File: config.mk
export PLATFORM = sky130hd
export DESIGN_NAME = isa_tx_sequencer
export DESIGN_NICKNAME = d
export VERILOG_FILES = /design/src/rtl/isa_tx_sequencer.sv
export SDC_FILE = /design/constraint.sdc
export NUM_CORES = 1
export LEC_CHECK = 0
export ABC_CLOCK_PERIOD_IN_PS = 6890
export CORE_ASPECT_RATIO = 2
export CORE_UTILIZATION = 30
export DETAILED_ROUTE_END_ITERATION = 8
export GPL_ROUTABILITY_DRIVEN = 0
export GPL_TIMING_DRIVEN = 0
export PLACE_DENSITY = 0.52
export SLEW_MARGIN = 20
export SYNTH_ARGS = -nofsm -noshare
export SYNTH_HDL_FRONTEND = slang
export SYNTH_SLANG_ARGS = --single-unit
export TNS_END_PERCENT = 1
File: constraint.sdc
create_clock -name clk_rd -period 6.89 [get_ports clk_rd]
set_clock_uncertainty 0.05 [all_clocks]
set_input_delay 0.689 -clock clk_rd [delete_from_list [all_inputs] [get_ports clk_rd]]
set_output_delay 0.689 -clock clk_rd [all_outputs]
set_load 0.05 [all_outputs]
File: src/rtl/isa_tx_sequencer.sv
// rtl/isa_tx_sequencer.sv - fetches captured bus entries and serialises them as checksummed UART frames
//
// Ports:
//   clk_rd, rst              : clock (rising edge) and synchronous active-high reset
//   enable                   : permits starting a new fetch from IDLE
//   isa_empty_i, isa_rd_en_o : capture FIFO empty flag and one-cycle read strobe
//   isa_valid_i, isa_addr_i, isa_data_i, isa_mask_i : capture FIFO output entry
//   tx_data_o, tx_valid_o, tx_ready_i : byte stream to the UART transmitter
//   busy_o                   : high whenever the sequencer is not idle
//   frame_cnt_o, drop_cnt_o  : wrapping counts of sent frames and dropped entries
//   err_timeout_o            : sticky flag, FIFO never delivered a fetched entry
module isa_tx_sequencer #(
    parameter int         GUARD_CYCLES   = 3,
    parameter logic [7:0] SYNC_BYTE      = 8'hA5,
    parameter bit         DROP_ZERO_MASK = 1'b1
) (
    input  logic        clk_rd,
    input  logic        rst,
    input  logic        enable,
    input  logic        isa_empty_i,
    output logic        isa_rd_en_o,
    input  logic        isa_valid_i,
    input  logic [31:0] isa_addr_i,
    input  logic [31:0] isa_data_i,
    input  logic [3:0]  isa_mask_i,
    output logic [7:0]  tx_data_o,
    output logic        tx_valid_o,
    input  logic        tx_ready_i,
    output logic        busy_o,
    output logic [15:0] frame_cnt_o,
    output logic [15:0] drop_cnt_o,
    output logic        err_timeout_o
);

    typedef enum logic [2:0] {IDLE, FETCH, WAIT_VLD, SEND, GUARD} state_t;

    localparam logic [3:0]  LAST_IDX   = 4'd10;
    localparam logic [15:0] GUARD_LAST = 16'(GUARD_CYCLES - 1);

    state_t      state;
    logic [31:0] addr_q;
    logic [31:0] data_q;
    logic [3:0]  mask_q;
    logic [3:0]  idx;
    logic [1:0]  wait_cnt;
    logic [15:0] guard_cnt;

    logic        uart_region;
    logic [7:0]  checksum;
    logic [3:0]  nxt_idx;
    logic [7:0]  nxt_byte;

    assign uart_region = (addr_q == 32'h4000_1000) || (addr_q[31:12] == 20'h40004);

    assign checksum = addr_q[31:24] ^ addr_q[23:16] ^ addr_q[15:8] ^ addr_q[7:0]
                    ^ data_q[31:24] ^ data_q[23:16] ^ data_q[15:8] ^ data_q[7:0]
                    ^ {4'h0, mask_q};

    assign nxt_idx = idx + 4'd1;

    // Byte to load into tx_data_o when the current byte is accepted; the
    // sync byte (index 0) is loaded directly when the frame starts.
    always_comb begin
        nxt_byte = 8'h00;
        case (nxt_idx)
            4'd1:    nxt_byte = addr_q[31:24];
            4'd2:    nxt_byte = addr_q[23:16];
            4'd3:    nxt_byte = addr_q[15:8];
            4'd4:    nxt_byte = addr_q[7:0];
            4'd5:    nxt_byte = data_q[31:24];
            4'd6:    nxt_byte = data_q[23:16];
            4'd7:    nxt_byte = data_q[15:8];
            4'd8:    nxt_byte = data_q[7:0];
            4'd9:    nxt_byte = {4'h0, mask_q};
            4'd10:   nxt_byte = checksum;
            default: nxt_byte = 8'h00;
        endcase
    end

    always_ff @(posedge clk_rd) begin
        if (rst) begin
            state         <= IDLE;
            isa_rd_en_o   <= 1'b0;
            tx_valid_o    <= 1'b0;
            tx_data_o     <= 8'h00;
            busy_o        <= 1'b0;
            frame_cnt_o   <= 16'h0000;
            drop_cnt_o    <= 16'h0000;
            err_timeout_o <= 1'b0;
            addr_q        <= 32'h0;
            data_q        <= 32'h0;
            mask_q        <= 4'h0;
            idx           <= 4'd0;
            wait_cnt      <= 2'd0;
            guard_cnt     <= 16'd0;
        end else begin
            case (state)
                IDLE: begin
                    if (enable && !isa_empty_i) begin
                        state       <= FETCH;
                        isa_rd_en_o <= 1'b1;
                        busy_o      <= 1'b1;
                    end
                end
                FETCH: begin
                    isa_rd_en_o <= 1'b0;
                    wait_cnt    <= 2'd0;
                    state       <= WAIT_VLD;
                end
                WAIT_VLD: begin
                    if (isa_valid_i) begin
                        addr_q <= isa_addr_i;
                        data_q <= isa_data_i;
                        mask_q <= isa_mask_i;
                        // Drop decision uses the FIFO output directly so it
                        // takes effect in the same cycle the entry is latched.
                        if (DROP_ZERO_MASK && (isa_mask_i == 4'h0)) begin
                            drop_cnt_o <= drop_cnt_o + 16'd1;
                            state      <= IDLE;
                            busy_o     <= 1'b0;
                        end else begin
                            idx        <= 4'd0;
                            tx_data_o  <= SYNC_BYTE;
                            tx_valid_o <= 1'b1;
                            state      <= SEND;
                        end
                    end else if (wait_cnt == 2'd3) begin
                        err_timeout_o <= 1'b1;
                        state         <= IDLE;
                        busy_o        <= 1'b0;
                    end else begin
                        wait_cnt <= wait_cnt + 2'd1;
                    end
                end
                SEND: begin
                    // tx_valid_o is always high in SEND, so ready alone marks acceptance.
                    if (tx_ready_i) begin
                        if (idx == LAST_IDX) begin
                            frame_cnt_o <= frame_cnt_o + 16'd1;
                            tx_valid_o  <= 1'b0;
                            tx_data_o   <= 8'h00;
                            if (uart_region && (GUARD_CYCLES > 0)) begin
                                guard_cnt <= 16'd0;
                                state     <= GUARD;
                            end else begin
                                state  <= IDLE;
                                busy_o <= 1'b0;
                            end
                        end else begin
                            idx       <= nxt_idx;
                            tx_data_o <= nxt_byte;
                        end
                    end
                end
                GUARD: begin
                    if (guard_cnt == GUARD_LAST) begin
                        state  <= IDLE;
                        busy_o <= 1'b0;
                    end else begin
                        guard_cnt <= guard_cnt + 16'd1;
                    end
                end
                default: begin
                    state  <= IDLE;
                    busy_o <= 1'b0;
                end
            endcase
        end
    end

endmodule

## Word-level counts from Yosys, hierarchy flattened

Cells that the tools add are included.

- Flip-flop bits (word level): 137
- Bits of input ports: 74
- Output and inout bits: 44
- Word-level logic and storage cells: 126

- Add/sub/neg operators: 5
- Equal/unequal tests: 33
- Multiplexer cells: 43
- Bitwise operators: 10
- Reductions and logical operators: 21

Operators with widths:

| operator | count |
|---|---|
| $pmux W8 S10 | 1 |
| $mux W16 | 4 |
| $xor A8 B8 Y8 | 7 |
| $add A16 B1 Y16 const B | 3 |
| $eq A32 B31 Y1 const B | 1 |
| $mux W8 | 4 |
| $pmux W16 S2 | 1 |
| $ne A2 B2 Y1 const B | 12 |
| $mux W3 | 7 |
| $eq A20 B19 Y1 const B | 1 |
| $reduce_and A5 Y1 | 4 |
| $eq A16 B2 Y1 const B | 1 |
| $eq A4 B3 Y1 const B | 4 |
| $eq A4 B4 Y1 const B | 4 |
| $mux W4 | 4 |
| $pmux W8 S2 | 1 |
| $pmux W3 S5 | 1 |
| $mux W1 | 12 |
| $reduce_and A3 Y1 | 4 |
| $eq A4 B2 Y1 const B | 2 |
| $pmux W4 S2 | 1 |
| $reduce_and A8 Y1 | 1 |
| $reduce_bool A2 Y1 | 4 |
| $xor A8 B4 Y8 | 1 |
| 20 further kinds | 27 |

## Logic depth before layout (Yosys ltp)

- Depth after elaboration: 12
- Gate-level depth with buffers: 9
- Mapped depth without buffers: 8

## Least setup slack after synthesis

Ideal clock, no wire load.

- Kind: input port to flip-flop
- Start: input isa_mask_i[3]
- End: register drop_cnt_o[15]
- Data arrival time: 2253 ps
- Required time: 6712 ps
- Path slack: 4459 ps
- Cell stages on the path: 6
- Cells stage by stage: or4_1 nor2_2 nand4_1 nor4_1 xnor2_1 nor2_1

- Cells in the longest elaborated chain, start to end: 2

Ends and longest elaborated chain:

| item | RTL line | text |
|---|---|---|
| start: declaration | 25 | `input logic [3:0] isa_mask_i,` |
| $logic_not A4 Y1 | 117 | `if (DROP_ZERO_MASK && (isa_mask_i == 4'h0)) begin` |
| $reduce_and A3 Y1 (no line) | -- |  |
| end signal: assignment | 118 | `drop_cnt_o <= drop_cnt_o + 16'd1;` |
| end: declaration | 31 | `output logic [15:0] drop_cnt_o,` |

No other way between the ends.
A chain may end at the register's enable or synchronous reset.

## Worst setup path after layout

- Start: register idx[1]
- End: register tx_data_o[2]

- Cells in the longest elaborated chain, start to end: 6
- Elaborated cells between the ends (all ways): 16
- Those cells by class: add/sub: 1; eq/ne: 11; mux: 4

Ends and longest elaborated chain:

| item | RTL line | text |
|---|---|---|
| start: declaration | 44 | `logic [3:0] idx;` |
| start signal: assignment | 150 | `idx <= nxt_idx;` |
| $add A4 B1 Y4 | 59 | `assign nxt_idx = idx + 4'd1;` |
| $eq A4 B4 Y1 (tied with other cells) | 65 | `case (nxt_idx)` |
| $pmux W8 S10 | 65 |  |
| $mux W8 (*) | 138 | `if (idx == LAST_IDX) begin` |
| $mux W8 (*) | 137 | `if (tx_ready_i) begin` |
| $pmux W8 S2 (*) | 97 | `case (state)` |
| end signal: assignment | 151 | `tx_data_o <= nxt_byte;` |
| end: declaration | 26 | `output logic [7:0] tx_data_o,` |

Every way passes the cells marked *; elsewhere a longest branch is shown, timed or not. The select of a mux whose other input is x is not followed.

==> results.sh <==
export IMPL_clk_latency_ns=0.43
export IMPL_max_slew_margin=0.349
export IMPL_cts_hold_buf=0
export IMPL_clock_sinks=137
export IMPL_num_vias=6653
export IMPL_timing_setup_tns_ns=0
export IMPL_ys_warn_count=0
export IMPL_start_util=0.304
export IMPL_dp_cells=1252
export IMPL_tightest_slew_ns=0.974
export IMPL_synthMuxAreaShare=0.00454
export IMPL_rsz0062_at_grt="no"
export IMPL_chipHeight_um=216
export IMPL_holdWs_ns=0.435
export IMPL_final_antenna_net_count=0
export IMPL_dominantRegCellSynth="dfxtp_1"
export IMPL_drt_iter0_drc=434
export IMPL_p_leak_nw=3.00
export IMPL_drv_cap=0
export IMPL_port_buffers=116
export IMPL_path_delay_family="compound AO/OA/AOI/OAI gates"
export IMPL_final_area_um2=9070
export IMPL_slowest_stage="a41oi_1"
export IMPL_synth_xor_area_share=0.120
export IMPL_worstReg2RegStart="idx[1]"
export IMPL_hp_start="tx_data_o[1]"
export IMPL_path_clk_slew_ns=0.06
export IMPL_critPathMaxStageDelay_ns=0.72
export IMPL_cp_depth=8
export IMPL_drt_wl_total_um=23000
export IMPL_reg2reg_depth=8
export IMPL_ir_worst_vdd_uv=152
export IMPL_grt_max_degree=17
export IMPL_final_hold_viol_count=0
export IMPL_coreArea_um2=22600
export IMPL_final_layout_size_suffix_gt1_frac=0.0399
export IMPL_synth_top_family_by_area="simple AND/OR/NAND/NOR gates"
export IMPL_status="completed"
export IMPL_cts_repair_resized=0
export IMPL_cts_buffers=17
export IMPL_nets=1076
export IMPL_worstPathArrival_ns=3.26
export IMPL_dieArea_um2=23600
export IMPL_gr_usage_all_layers=0.200
export IMPL_cts_root_buf="clkbuf_16"
export IMPL_cts_setup_buffers=0
export IMPL_path_buf_inv=1
export IMPL_synth_nets=941
export IMPL_drc=0
export IMPL_io_pins=118
export IMPL_period_minus_slack_ns=2.98
export IMPL_hpwl_um=18100
export IMPL_synth_cell_type_count=65
export IMPL_synth_compound_area_frac=0.183
export IMPL_synthAdderAreaFrac=0.0200
export IMPL_h_tree_depth=4
export IMPL_yosysSeqAreaShare=0.398
export IMPL_avgSynthCellArea_um2=8.05
export IMPL_synth_area_um2=6890
export IMPL_cts_tree="done"
export IMPL_grt_first_pass_wirelength_um=34800
export IMPL_worstSetupPathType="register to register"
export IMPL_firstDrtPassIters=5
export IMPL_fmax_mhz=336
export IMPL_final_core_util=0.400
export IMPL_critPathLaunch="idx[1]"
export IMPL_yosys_area_share_simple=0.238
export IMPL_critPathCaptureType="register"
export IMPL_hp_class="register to register"
export IMPL_via_per_inst=5.19
export IMPL_rows=78
export IMPL_synth_seq_cells=137
export IMPL_area_growth_pct=31.6
export IMPL_antenna_found_initial=0
export IMPL_grt_pass1_vias=6410
export IMPL_setup_viol=0
export IMPL_die_w_um=109
export IMPL_layout_common_cells="170 x nand2_1, 137 x dfxtp_1, 116 x clkdlybuf4s50_1"
export IMPL_post_drt_wl_per_cell_um=17.9
export IMPL_crit_chain="ha_1 > clkbuf_1 > nor3_1 > a41oi_1 > a21oi_1 > o21ai_1 > nand3_1 > a221oi_1"
export IMPL_fillers=2405
export IMPL_final_cells=1283
export IMPL_drv_slew=0
export IMPL_placed_area_um2=8400
export IMPL_cp_max_fo=10
export IMPL_synth_edf_count=0
export IMPL_synthArstFlopShare=0
export IMPL_ctsLongestPathBuffers=2
export IMPL_grt_overflow_total=0
export IMPL_finalCritPeriodShare=0.432
export IMPL_hold_depth=2
export IMPL_n_antenna_cell=0
export IMPL_synth_cells=856
export IMPL_final_common_cell="nand2_1"
export IMPL_startpoint_type="register"
export IMPL_powerDensity_nw_per_um2=276
export IMPL_required_ns=7.17
==> worst min-delay path, stage by stage (launching register included) <==
cell	delay [ns]
dfxtp_1	0.33
nand2_1	0.06
a21oi_1	0.05
==> kinds of logic (layout without fill, tap and decap cells) <==
logic type,after synthesis,count (layout)
AOI/OAI and AO/OA,199,199
xor gates and xnor gates,90,90
adders and majority gates,11,11
buffers and inverters,66,213
DFF,137,137
muxes,3,3
and+or+nand+nor,350,350
==> cell usage after synthesis (5+ instances only) <==
cell type,n,area share
a211oi_1,7,0.0076
a21oi_1,98,0.071
a221oi_1,6,0.0076
a222oi_1,8,0.012
a22oi_1,13,0.014
a31oi_1,5,0.0045
and3_1,9,0.0082
and4_1,8,0.010
clkbuf_1,46,0.025
dfxtp_1,137,0.40
ha_1,11,0.020
inv_1,15,0.0082
nand2_1,170,0.093
nand3_1,21,0.015
nand3b_1,5,0.0054
nand4_1,9,0.0082
nor2_1,68,0.037
nor3_1,14,0.010
nor4_1,7,0.0064
o211ai_1,5,0.0054
o21ai_0,15,0.011
or3_1,11,0.010
or4_1,5,0.0054
xnor2_1,61,0.078
xor2_1,26,0.033
==> state kept, by name (all words and copies together), names as in the netlist <==
register	flops
isa_rd_en_o	1
data_q	32
err_timeout_o	1
guard_cnt	16
wait_cnt	2
idx	4
tx_data_o	8
mask_q	4
addr_q	32
state	3
drop_cnt_o	16
frame_cnt_o	16
tx_valid_o	1
busy_o	1
==> per-stage QoR <==
step / worst slack [ns] / total power, mW
3_3_place_gp: 3.54 / 1.48
5_1_grt: 3.68 / 2.61
4_1_cts: 3.93 / 2.52
6_report: 3.91 / 2.50
3_5_place_dp: 3.54 / 1.48
2_1_floorplan: 4.46 / 1.29
==> power by group <==
part           switching (mW)  internal (mW)
Combinational           0.299          0.230
Clock                   0.352          0.686
Sequential             0.0833          0.854
Total                   0.735           1.77
==> area by class of cell <==
class	instances	area [um2]	share of cell area
Inverter	15	56.3	0.00621
Buffer	51	193	0.0213
Tap cell	280	350	0.0386
Clock buffer	19	443	0.0488
Timing Repair Buffer	116	1160	0.128
Multi-Input combinational cell	653	3900	0.430
Clock inverter	12	223	0.0246
Sequential cell	137	2740	0.302
==> metal layers <==
layer	GRT usage	wire (um)	up-vias	share of wire
met5	0	0	-	0
met4	0.120	1300	0	0.056
met3	0.0325	719	57	0.031
met2	0.389	13000	179	0.56
met1	0.187	8010	3142	0.35
li1	-	-	3275	-
==> worst paths after layout <==
| path | endpoint | slack, ns |
|---|---|---|
| min | tx_data_o[1] | 0.43 |
| max reg2reg | tx_data_o[2] | 3.91 |
| min reg2reg | tx_data_o[1] | 0.43 |
| max | tx_data_o[2] | 3.91 |
Power figures use the tool's default switching activity.
